File: src/rtl/rv_hazard_ctrl.sv
// rv_hazard_ctrl: pipeline hazard controller for the RV core.
// Produces execute-stage operand bypass selects, fetch/decode stalls and
// pipeline flushes, and sequences init, load-use and redirect cycles.
// Optional build macro RV_HAZARD_ALU2_EN adds ALU stage-1 load-use checking
// and the stage-2 flush output for the two-stage ALU.
// Control outputs react to inputs in the same cycle, so they are
// combinational functions of the state register and the hazard inputs.

module rv_hazard_ctrl #(
  parameter int unsigned INIT_CYCLES  = 2,
  parameter int unsigned LU_CYCLES    = 1,
  parameter int unsigned REDIR_CYCLES = 1
) (
  input  logic       i_clk,
  input  logic       i_reset_n,
  input  logic [4:0] i_dec_rs1,
  input  logic [4:0] i_dec_rs2,
  input  logic [4:0] i_ex_rs1,
  input  logic [4:0] i_ex_rs2,
  input  logic [4:0] i_ex_rd,
  input  logic       i_ex_mem_read,
  input  logic       i_pc_src,
  input  logic [4:0] i_mem_rd,
  input  logic       i_mem_reg_write,
  input  logic [4:0] i_wr_rd,
  input  logic       i_wr_reg_write,
  input  logic [4:0] i_wb_rd,
  input  logic       i_wb_reg_write,
`ifdef RV_HAZARD_ALU2_EN
  input  logic [4:0] i_st1_rd,
  input  logic       i_st1_mem_read,
`endif
  output logic [1:0] o_bp_rs1,
  output logic [1:0] o_bp_rs2,
  output logic       o_fetch_stall,
  output logic       o_dec_stall,
  output logic       o_fd_flush,
  output logic       o_de_flush,
`ifdef RV_HAZARD_ALU2_EN
  output logic       o_st2_flush,
`endif
  output logic [1:0] o_state
);

  localparam int unsigned CNT_W = 4;
  localparam int unsigned REG_W = 5;

  localparam logic [CNT_W-1:0] INIT_LOAD  = CNT_W'(INIT_CYCLES - 32'd1);
  localparam logic [CNT_W-1:0] LU_LOAD    = CNT_W'((LU_CYCLES > 32'd1) ? (LU_CYCLES - 32'd2) : 32'd0);
  localparam logic [CNT_W-1:0] REDIR_LOAD = CNT_W'((REDIR_CYCLES > 32'd1) ? (REDIR_CYCLES - 32'd2) : 32'd0);
  localparam logic             LU_MULTI    = (LU_CYCLES > 32'd1);
  localparam logic             REDIR_MULTI = (REDIR_CYCLES > 32'd1);
`ifdef RV_HAZARD_ALU2_EN
  localparam logic [CNT_W-1:0] ST1_LOAD   = CNT_W'(LU_CYCLES - 32'd1);
`endif

  typedef enum logic [1:0] {
    ST_INIT  = 2'd0,
    ST_RUN   = 2'd1,
    ST_LU    = 2'd2,
    ST_REDIR = 2'd3
  } state_e;

  state_e           state_q, state_d;
  logic [CNT_W-1:0] cnt_q, cnt_d;

  logic fetch_stall_c, dec_stall_c, fd_flush_c, de_flush_c, st2_flush_c;
  logic lu_ex_c, lu_st1_c;
  logic [1:0] bp_rs1_c, bp_rs2_c;

  // Nearest producing stage wins; x0 and non-writing stages never forward.
  function automatic logic [1:0] bp_sel(
    input logic [REG_W-1:0] rs,
    input logic [REG_W-1:0] mem_rd, input logic mem_we,
    input logic [REG_W-1:0] wr_rd,  input logic wr_we,
    input logic [REG_W-1:0] wb_rd,  input logic wb_we
  );
    logic [1:0] sel;
    sel = 2'b00;
    if (rs != '0) begin
      if (mem_we && (mem_rd == rs))     sel = 2'b01;
      else if (wr_we && (wr_rd == rs))  sel = 2'b10;
      else if (wb_we && (wb_rd == rs))  sel = 2'b11;
    end
    return sel;
  endfunction

  // Operand bypass selects; held at regfile while reset is asserted.
  always_comb begin
    bp_rs1_c = 2'b00;
    bp_rs2_c = 2'b00;
    if (i_reset_n) begin
      bp_rs1_c = bp_sel(i_ex_rs1, i_mem_rd, i_mem_reg_write, i_wr_rd, i_wr_reg_write,
                        i_wb_rd, i_wb_reg_write);
      bp_rs2_c = bp_sel(i_ex_rs2, i_mem_rd, i_mem_reg_write, i_wr_rd, i_wr_reg_write,
                        i_wb_rd, i_wb_reg_write);
    end
  end

  // Load-use detection against the execute (and optionally ALU stage-1) load.
  always_comb begin
    lu_ex_c  = i_ex_mem_read && (i_ex_rd != '0) &&
               ((i_ex_rd == i_dec_rs1) || (i_ex_rd == i_dec_rs2));
`ifdef RV_HAZARD_ALU2_EN
    lu_st1_c = i_st1_mem_read && (i_st1_rd != '0) &&
               ((i_st1_rd == i_dec_rs1) || (i_st1_rd == i_dec_rs2));
`else
    lu_st1_c = 1'b0;
`endif
  end

  // Next-state, counter and control-output logic.
  always_comb begin
    state_d       = state_q;
    cnt_d         = cnt_q;
    fetch_stall_c = 1'b0;
    dec_stall_c   = 1'b0;
    fd_flush_c    = 1'b0;
    de_flush_c    = 1'b0;
    st2_flush_c   = 1'b0;
    unique case (state_q)
      ST_INIT: begin
        fetch_stall_c = 1'b1;
        dec_stall_c   = 1'b1;
        fd_flush_c    = 1'b1;
        de_flush_c    = 1'b1;
        st2_flush_c   = 1'b1;
        if (cnt_q == '0) state_d = ST_RUN;
        else             cnt_d   = cnt_q - CNT_W'(1);
      end
      ST_RUN, ST_LU: begin
        if (i_pc_src) begin
          // Redirect outranks load-use and aborts any bubble sequence.
          fd_flush_c  = 1'b1;
          de_flush_c  = 1'b1;
          st2_flush_c = 1'b1;
          if (REDIR_MULTI) begin
            state_d = ST_REDIR;
            cnt_d   = REDIR_LOAD;
          end else begin
            state_d = ST_RUN;
          end
        end else if (state_q == ST_LU) begin
          fetch_stall_c = 1'b1;
          dec_stall_c   = 1'b1;
          de_flush_c    = 1'b1;
          if (cnt_q == '0) state_d = ST_RUN;
          else             cnt_d   = cnt_q - CNT_W'(1);
        end else if (lu_st1_c || lu_ex_c) begin
          fetch_stall_c = 1'b1;
          dec_stall_c   = 1'b1;
          de_flush_c    = 1'b1;
`ifdef RV_HAZARD_ALU2_EN
          if (lu_st1_c) begin
            // Stage-1 producer is one stage further back: one extra bubble.
            state_d = ST_LU;
            cnt_d   = ST1_LOAD;
          end else
`endif
          if (LU_MULTI) begin
            state_d = ST_LU;
            cnt_d   = LU_LOAD;
          end
        end
      end
      ST_REDIR: begin
        fd_flush_c = 1'b1;
        if (i_pc_src) begin
          // A fresh redirect also kills decode and restarts the hold window.
          de_flush_c  = 1'b1;
          st2_flush_c = 1'b1;
          cnt_d       = REDIR_LOAD;
        end else if (cnt_q == '0) begin
          state_d = ST_RUN;
        end else begin
          cnt_d = cnt_q - CNT_W'(1);
        end
      end
      default: state_d = ST_INIT;
    endcase
  end

  // State and counter registers; reset reloads the init window.
  always_ff @(posedge i_clk or negedge i_reset_n) begin
    if (!i_reset_n) begin
      state_q <= ST_INIT;
      cnt_q   <= INIT_LOAD;
    end else begin
      state_q <= state_d;
      cnt_q   <= cnt_d;
    end
  end

  assign o_bp_rs1      = bp_rs1_c;
  assign o_bp_rs2      = bp_rs2_c;
  assign o_fetch_stall = fetch_stall_c;
  assign o_dec_stall   = dec_stall_c;
  assign o_fd_flush    = fd_flush_c;
  assign o_de_flush    = de_flush_c;
  assign o_state       = state_q;
`ifdef RV_HAZARD_ALU2_EN
  assign o_st2_flush   = st2_flush_c;
`else
  logic unused_st2;
  assign unused_st2 = st2_flush_c;
`endif

endmodule

File: config.mk
export PLATFORM = sky130hd
export DESIGN_NAME = rv_hazard_ctrl
export DESIGN_NICKNAME = d
export VERILOG_FILES = /design/src/rtl/rv_hazard_ctrl.sv
export SDC_FILE = /design/constraint.sdc
export NUM_CORES = 1
export LEC_CHECK = 0
export BUFFER_PORTS_ARGS = -buffer_cell sky130_fd_sc_hd__buf_4
export CAP_MARGIN = 15
export CORE_ASPECT_RATIO = 0.75
export CORE_MARGIN = 8
export CORE_UTILIZATION = 40
export CTS_BUF_LIST = sky130_fd_sc_hd__clkbuf_16
export CTS_CLUSTER_SIZE = 8
export DETAILED_ROUTE_END_ITERATION = 12
export PLACE_DENSITY_LB_ADDON = 0.05
export SKIP_CTS_REPAIR_TIMING = 1
export SLEW_MARGIN = 40
export SYNTH_ARGS = -nofsm -noshare
export SYNTH_HDL_FRONTEND = slang
export SYNTH_SLANG_ARGS = --single-unit
File: constraint.sdc
create_clock -name i_clk -period 2 [get_ports i_clk]
set_input_delay 0.1 -clock i_clk [delete_from_list [all_inputs] [get_ports i_clk]]
set_output_delay 0.1 -clock i_clk [all_outputs]
set_load 0.02 [all_outputs]
Word-level counts from Yosys, hierarchy flattened
Cells that the tools add are included.

Register bits after elaboration: 6. Input port bits: 47. Output and inout port bits: 10. Logic and storage cells: 64.

Add/sub/neg operators: 1. Equal/unequal tests: 15. Multiplexer cells: 28. Reduce and logical (&&, ||, !) cells: 18.

Operator list (number): 5-bit == test (8); 2-bit two-way mux (14); 4-bit two-way mux (4); 5-bit nonzero test (3); 4-bit case mux with 3 select lines (1); 1-bit logical AND (8); 2-bit != test, second input constant (3); 2-bit case mux with 3 select lines (1); 1-bit two-way mux (5); 2-bit == test, second input constant (2); 4-bit zero test (1); 1-bit case mux with 2 select lines (2); 2-bit AND reduction (2); 2-bit OR reduction (2); 4-bit by 1-bit subtractor with 4-bit output, second input constant (1); 3-bit != test, second input constant (1); 1-bit case mux with 3 select lines (1); 2-bit by 1-bit == test with 1-bit output, second input constant (1); 2-bit zero test (1); 1-bit logical OR (1).

Depth between registers and ports, before layout
Gate-level depths: netlist of run 1.

Word-level depth: 7. Depth in mapped cells: 7. Mapped depth without buffers: 7.

Least setup slack after synthesis of run 1
OpenSTA, ideal clock, no wires.

Kind: reg2out. Start: register state_q[0], in the netlist o_state[0]. End: output o_fetch_stall. Arrival: 2050 ps. Required time: 1900 ps. Setup slack: -150 ps. Cell stages (with the launch flop): 6. Path buffers: 1. Cell sequence: dfrtp_1 inv_1 ha_1 nand2b_1 a211oi_1 buf_4.

Longest elaborated chain between the ends: 4. Elaborated cells between the ends (all ways): 7. Those cells by class: 2 x eq/ne; 3 x mux; 2 x reduce/logical.

Ends and longest elaborated chain: start: declaration (line 64) `state_e state_q, state_d;`; start signal: assignment (line 189) `state_q <= state_d;`; 2-bit == test; 1-bit two-way mux (2 in a row); 1-bit case mux with 2 select lines (*); end: declaration (line 35) `output logic o_fetch_stall,`.

Every way passes the cells marked *; elsewhere a longest branch is shown, timed or not.

Worst setup path in the final report of run 1
Start: register state_q[0], in the netlist o_state[0]. End: register cnt_q[3].

Longest elaborated chain between the ends: 4. Elaborated cells between the ends (all ways): 9. Those cells by class: 5 x eq/ne; 1 x mux; 3 x reduce/logical.

Ends and longest elaborated chain: 2-bit == test or 2-bit by 1-bit == test with 1-bit output (tied branches) (line 121, 143); 2-bit OR reduction (line 121) `unique case (state_q)`; 2-bit != test (no line); 2-bit AND reduction (no line); end signal: assignment (line 190) `cnt_q <= cnt_d;`; end: declaration (line 65) `logic [CNT_W-1:0] cnt_q, cnt_d;`.

Several ways; a longest one is shown, not always the timed one. A chain may end at the register's enable or synchronous reset.

==> metrics.txt, run 1 <==
status completed; DRT met1 WL between 1000 and 1500 microns; routed vias/inst 4.797; H-tree depth 1; I/O pin count 57; layout cell share with drive strength beyond 1 between 30% and 40%; slowest CP cell or4_1; Die Footprint between 4000 and 5000 sq um; total track usage about 15%; Startpoint Class register; root buf cell clkbuf_16; Worst-Margin Slew 499.1 ps; vias 1017; CTS clk-pin slew, worst paths 30 ps; Pins Over Slew Limit 0; Avg Inst Size Synth 8.101 sq um; post-detail-place hpwl approximately 2700 microns; worst path bufs/invs 1; critical-path cell list inv_1 -> ha_2 -> mux2_2 -> or4_1 -> a21oi_1; Worst Hold Class input port to register; Core Area ~2300 sq um; Top Layer Used met3; gpl congestion between 0.8 and 0.9; slowest stage delay, CP about 470 ps; initial DRC count 28; Worst EP required about 2200 ps; RSZ-0062 raised after global routing no; EDFF count, synth 0; antenna violations before repair 0; Final period util between 90% and 100%; Cell Area, Synth between 900 and 1000 sq um; WP data arrival around 2000 ps; register area share after synthesis 15.84%; most frequent cells in the layout buf_4, xor2_1, xnor2_1; Hold Startpoint i_pc_src; RR Endpoint cnt_q[3]; clock sinks 6; maximum clock insertion buffer count 2; Critical R2R Launch o_state[0]; max_cap viols 0; Synth cell types 28; antenna viol nets, final 0; Yosys warning count 0; Lkg Pwr just over 0.7 nW; TNS Setup 0 ps; first-pass iteration count of the detailed router 4; Slew HR about two thirds; CP endpoint kind register; Cell Pwr Density 435.3 nW/um^2; first-pass GRT wire length between 5000 and 6000 microns; top post-synthesis cells by area xor2_1, xnor2_1, dfrtp_1; clock period minus worst slack 1860 ps; fmax ~540 MHz; largest net degree at the start of global routing 9; Post-Syn Nets approximately 170; Ant. Diodes 0; total CTS buffers 3; DRC 0; Max VDD drop 0.0007624 V; Async S/R FF share, synth 100.0%; area grow syn2layout 57.72%; Hold Vio Cnt, Final 0; Min-Delay Path Depth 4; Crit Path Category register to register; gr ovfl total 0; Worst-Skew Late Latency around 230 ps; Reg2Reg Depth 5; Starting Density 41.75%; die height approximately 60 microns; number of I/O port buffers 56; vias in the first global route between 1000 and 1500; wire length per cell ~15 microns; r2r setup slk ~140 ps; Hold EP o_state[0]; clk_skew between 2 and 3 ps; met2 routed WL between 1000 and 1500 microns; delay-heaviest family, CP simple AND/OR/NAND/NOR gates; commonest non-fill, non-tap cell in the layout buf_4; FF+latch count, synth 6; worst-path maximum fanout 5; die width 72.45 microns; Hold Slack 230.1 ps; final setup fails 0; FP Rows 15; nets 232; final WL between 3000 and 4000 microns; met3 WL 254 microns; area leader, netlist xor2_1; Top FF cell, synth dfrtp_1; Post-Syn Instances ~120; CTS tree built; area fraction of the dominant cell type after synthesis 21.99%
==> through the flow <==
| step | total power [mW] | setup WS, ps | cell area [sq um] | utilization [%] | cells |
|---|---|---|---|---|---|
| floorplan | 0.2100 | 87.62 | 960.9 | - | 118 |
| global placement | 0.3270 | 213.6 | 1416 | 61.86 | 207 |
| detailed placement | 0.3325 | 114.8 | 1416 | 61.86 | 207 |
| CTS | 0.6616 | 112.0 | 1495 | 65.30 | 211 |
| global route | 0.6949 | 28.88 | 1508 | 65.85 | 212 |
| finish | 0.6563 | 140.0 | 1508 | 65.85 | 212 |
==> cell usage after synthesis (2+ instances only) <==
cell      instances
a21oi_1           4
nor3_1            4
and3_1            4
nand2_1           5
xor2_1           24
nand3_1           4
xnor2_1          17
or4_1             4
dfrtp_1           5
inv_1             6
nor2_1            7
nor2b_1           3
o21ai_1           3
nor4_1            6
a211oi_1          3
ha_1              6
nand2b_1          2
==> flip-flops by register name, summed over array words and instances (netlist names) <==
register	cells
cnt_q	4
o_state	2
==> routing by layer <==
metal	vias up	track usage, %
met5	-	0
met4	0	1.989
met3	0	5.085
met2	39	25.03
met1	450	18.53
li1	528	-
==> how the worst max path moves through the flow <==
stage               depth (start not counted)  slack, ps       start            end
floorplan                                   5         90  o_state[0]  o_fetch_stall
global placement                            5        210  o_state[0]       cnt_q[3]
detailed placement                          5        110  o_state[0]       cnt_q[3]
CTS                                         5        110  o_state[0]       cnt_q[3]
global route                                5         30  o_state[0]       cnt_q[3]
finish                                      5        140  o_state[0]       cnt_q[3]
==> kinds of logic after synthesis <==
kind of cell / Yosys count / share of synthesized area (%)
muxes: 2 / 2.225
adders and majority gates: 6 / 7.853
buffers and inverters: 7 / 3.141
AOI/OAI and AO/OA: 15 / 10.21
DFF: 6 / 15.84
and+or+nand+nor: 41 / 23.17
xor gates and xnor gates: 41 / 37.56
==> area by class of cell <==
type	count	area (sq um)
repair buffers	57	430.4
fillers	204	782.0
multi-input cells	105	782.0
flip-flops and latches	6	151.4
clock buffers	3	75.07
well taps	34	42.54
inverters	6	22.52
clock inverters	1	3.754
==> worst reg2reg max path, stage by stage, from the launching register on <==
cell and delay (ps):
dfrtp_1 420, inv_1 130, ha_2 250, mux2_2 380, or4_1 470, a21oi_1 140
==> report_power, final <==
part	leakage (nW)	total, mW	internal (mW)	switching, mW
sequential	0.0647	0.122	0.122	0
combinational	0.597	0.211	0.118	0.0925
clock	0.0423	0.323	0.259	0.0645
Power figures use the tool's default switching activity.
==> inputs of run 2 (changes only) <==
--- a/config.mk
+++ b/config.mk
@@ -9,7 +9,7 @@
 export CAP_MARGIN = 15
 export CORE_ASPECT_RATIO = 0.75
 export CORE_MARGIN = 8
-export CORE_UTILIZATION = 40
+export CORE_UTILIZATION = 43
 export CTS_BUF_LIST = sky130_fd_sc_hd__clkbuf_16
 export CTS_CLUSTER_SIZE = 8
 export DETAILED_ROUTE_END_ITERATION = 12
==> run 2 against run 1 <==
  * Sequential power barely moved
  * Wire length fell by 6.5%
  * Highest routed layer unchanged
  * Critical path type unchanged
  * Setup slack improved by 25 ps
  * Cell count fell by 4.7%
  * Core utilization rose by 7.1 points
==> metrics.txt, run 2 (synthesized netlist as in run 1, its figures left out) <==
clk_skew approximately 2.5 ps; TNS Setup 0 ps; Hold Vio Cnt, Final 0; clock sinks 6; clock period minus worst slack around 1800 ps; max_cap viols 0; I/O pin count 57; wire length per cell roughly 15 microns; most flop-heavy register cnt_q; worst-path maximum fanout 5; area grow syn2layout 56.41%; Startpoint Class register; commonest non-fill, non-tap cell in the layout buf_4; initial DRC count 35; Slew HR approximately two thirds; fmax between 500 and 600 MHz; Max VDD drop 0.0008255 V; Worst-Skew Late Latency 230 ps; post-detail-place hpwl ~2500 microns; antenna viol nets, final 0; most frequent cells in the layout buf_4, xor2_1, xnor2_1; final WL slightly below 3000 microns; DRC 0; Ant. Diodes 0; Starting Density approximately 47%; maximum clock insertion buffer count 2; final core utilization between 70 and 80%; WP data arrival approximately 2000 ps; CP endpoint kind register; Crit Path Category register to register; vias 1041; H-tree depth 1; FP Rows 14; number of I/O port buffers 56; overall power 0.6623 mW; Worst Hold Class input port to async pin; CTS tree built; largest net degree at the start of global routing 9; vias in the first global route between 1000 and 1500; Pins Over Slew Limit 0; max FFs per register 4; Core Area slightly above 2000 sq um; die width 70.45 microns; Worst EP required ~2200 ps; antenna violations before repair 0; gr ovfl total 0; RSZ-0062 raised after global routing no; CTS clk-pin slew, worst paths roughly 40 ps; layout cell share with drive strength beyond 1 a little over a third; routed vias/inst slightly above 5; first-pass GRT wire length roughly 5000 microns; status completed; root buf cell clkbuf_16; nets around 230; Final period util roughly nine tenths; first-pass iteration count of the detailed router 4; gpl congestion between 0.9 and 1; Cell Pwr Density about 440 nW/um^2; Worst-Margin Slew 501.3 ps; Die Footprint 4003 sq um; total CTS buffers 3; total track usage between 10 and 15%; final setup fails 0; Lkg Pwr between 0.7 and 0.8 nW; die height 56.83 microns
## run 2: worst max-delay path, stage by stage (launching register included)
cell,delay (ps)
dfrtp_1,420
inv_1,130
ha_2,240
mux2_2,380
or4_1,470
a21oi_1,130
## run 2: final timing paths
kind | cells after the start | startpoint | end | slack, ps
worst max-delay path | 5 | o_state[0] | cnt_q[3] | 160
worst min-delay path | 2 | i_reset_n | o_state[0] | 220
worst max register to register | 5 | o_state[0] | cnt_q[3] | 160
worst min register to register | 2 | cnt_q[0] | cnt_q[0] | 560
max in group asynchronous | 2 | i_reset_n | cnt_q[0] | 1570
min in group i_clk | 4 | i_pc_src | o_state[0] | 220
## run 2: cell type report
class                      instances  area [sq um]
clock buffer                       3         75.07
tap                               24         30.03
multi-input combinational        105         782.0
timing repair buffer              57         430.4
fill                             157         554.3
clock inverter                     1         3.754
sequential                         6         151.4
inverter                           6         22.52
## run 2: routing by layer
| metal | GRT usage [%] | wire [microns] |
|---|---|---|
| met1 | 17.18 | 1286 |
| met2 | 25.77 | 1425 |
| met3 | 5.088 | 228 |
| met4 | 1.143 | 0 |
| met5 | 0 | 0 |
## run 2: power breakdown
part	switching, mW	internal, mW
clock	0.0708	0.260
combinational	0.0916	0.118
sequential	0	0.122
total	0.162	0.500
## run 2: through the flow
stage	hold WS (ps)	std cells	worst slack, ps	cell area (sq um)
after floorplan	-195.6	118	87.62	960.9
after global placement	-83.20	197	213.2	1404
after CTS	-324.5	201	115.3	1483
final	220.7	202	164.5	1495
after detailed placement	-82.87	197	140.0	1404
after global routing	257.5	202	60.29	1495
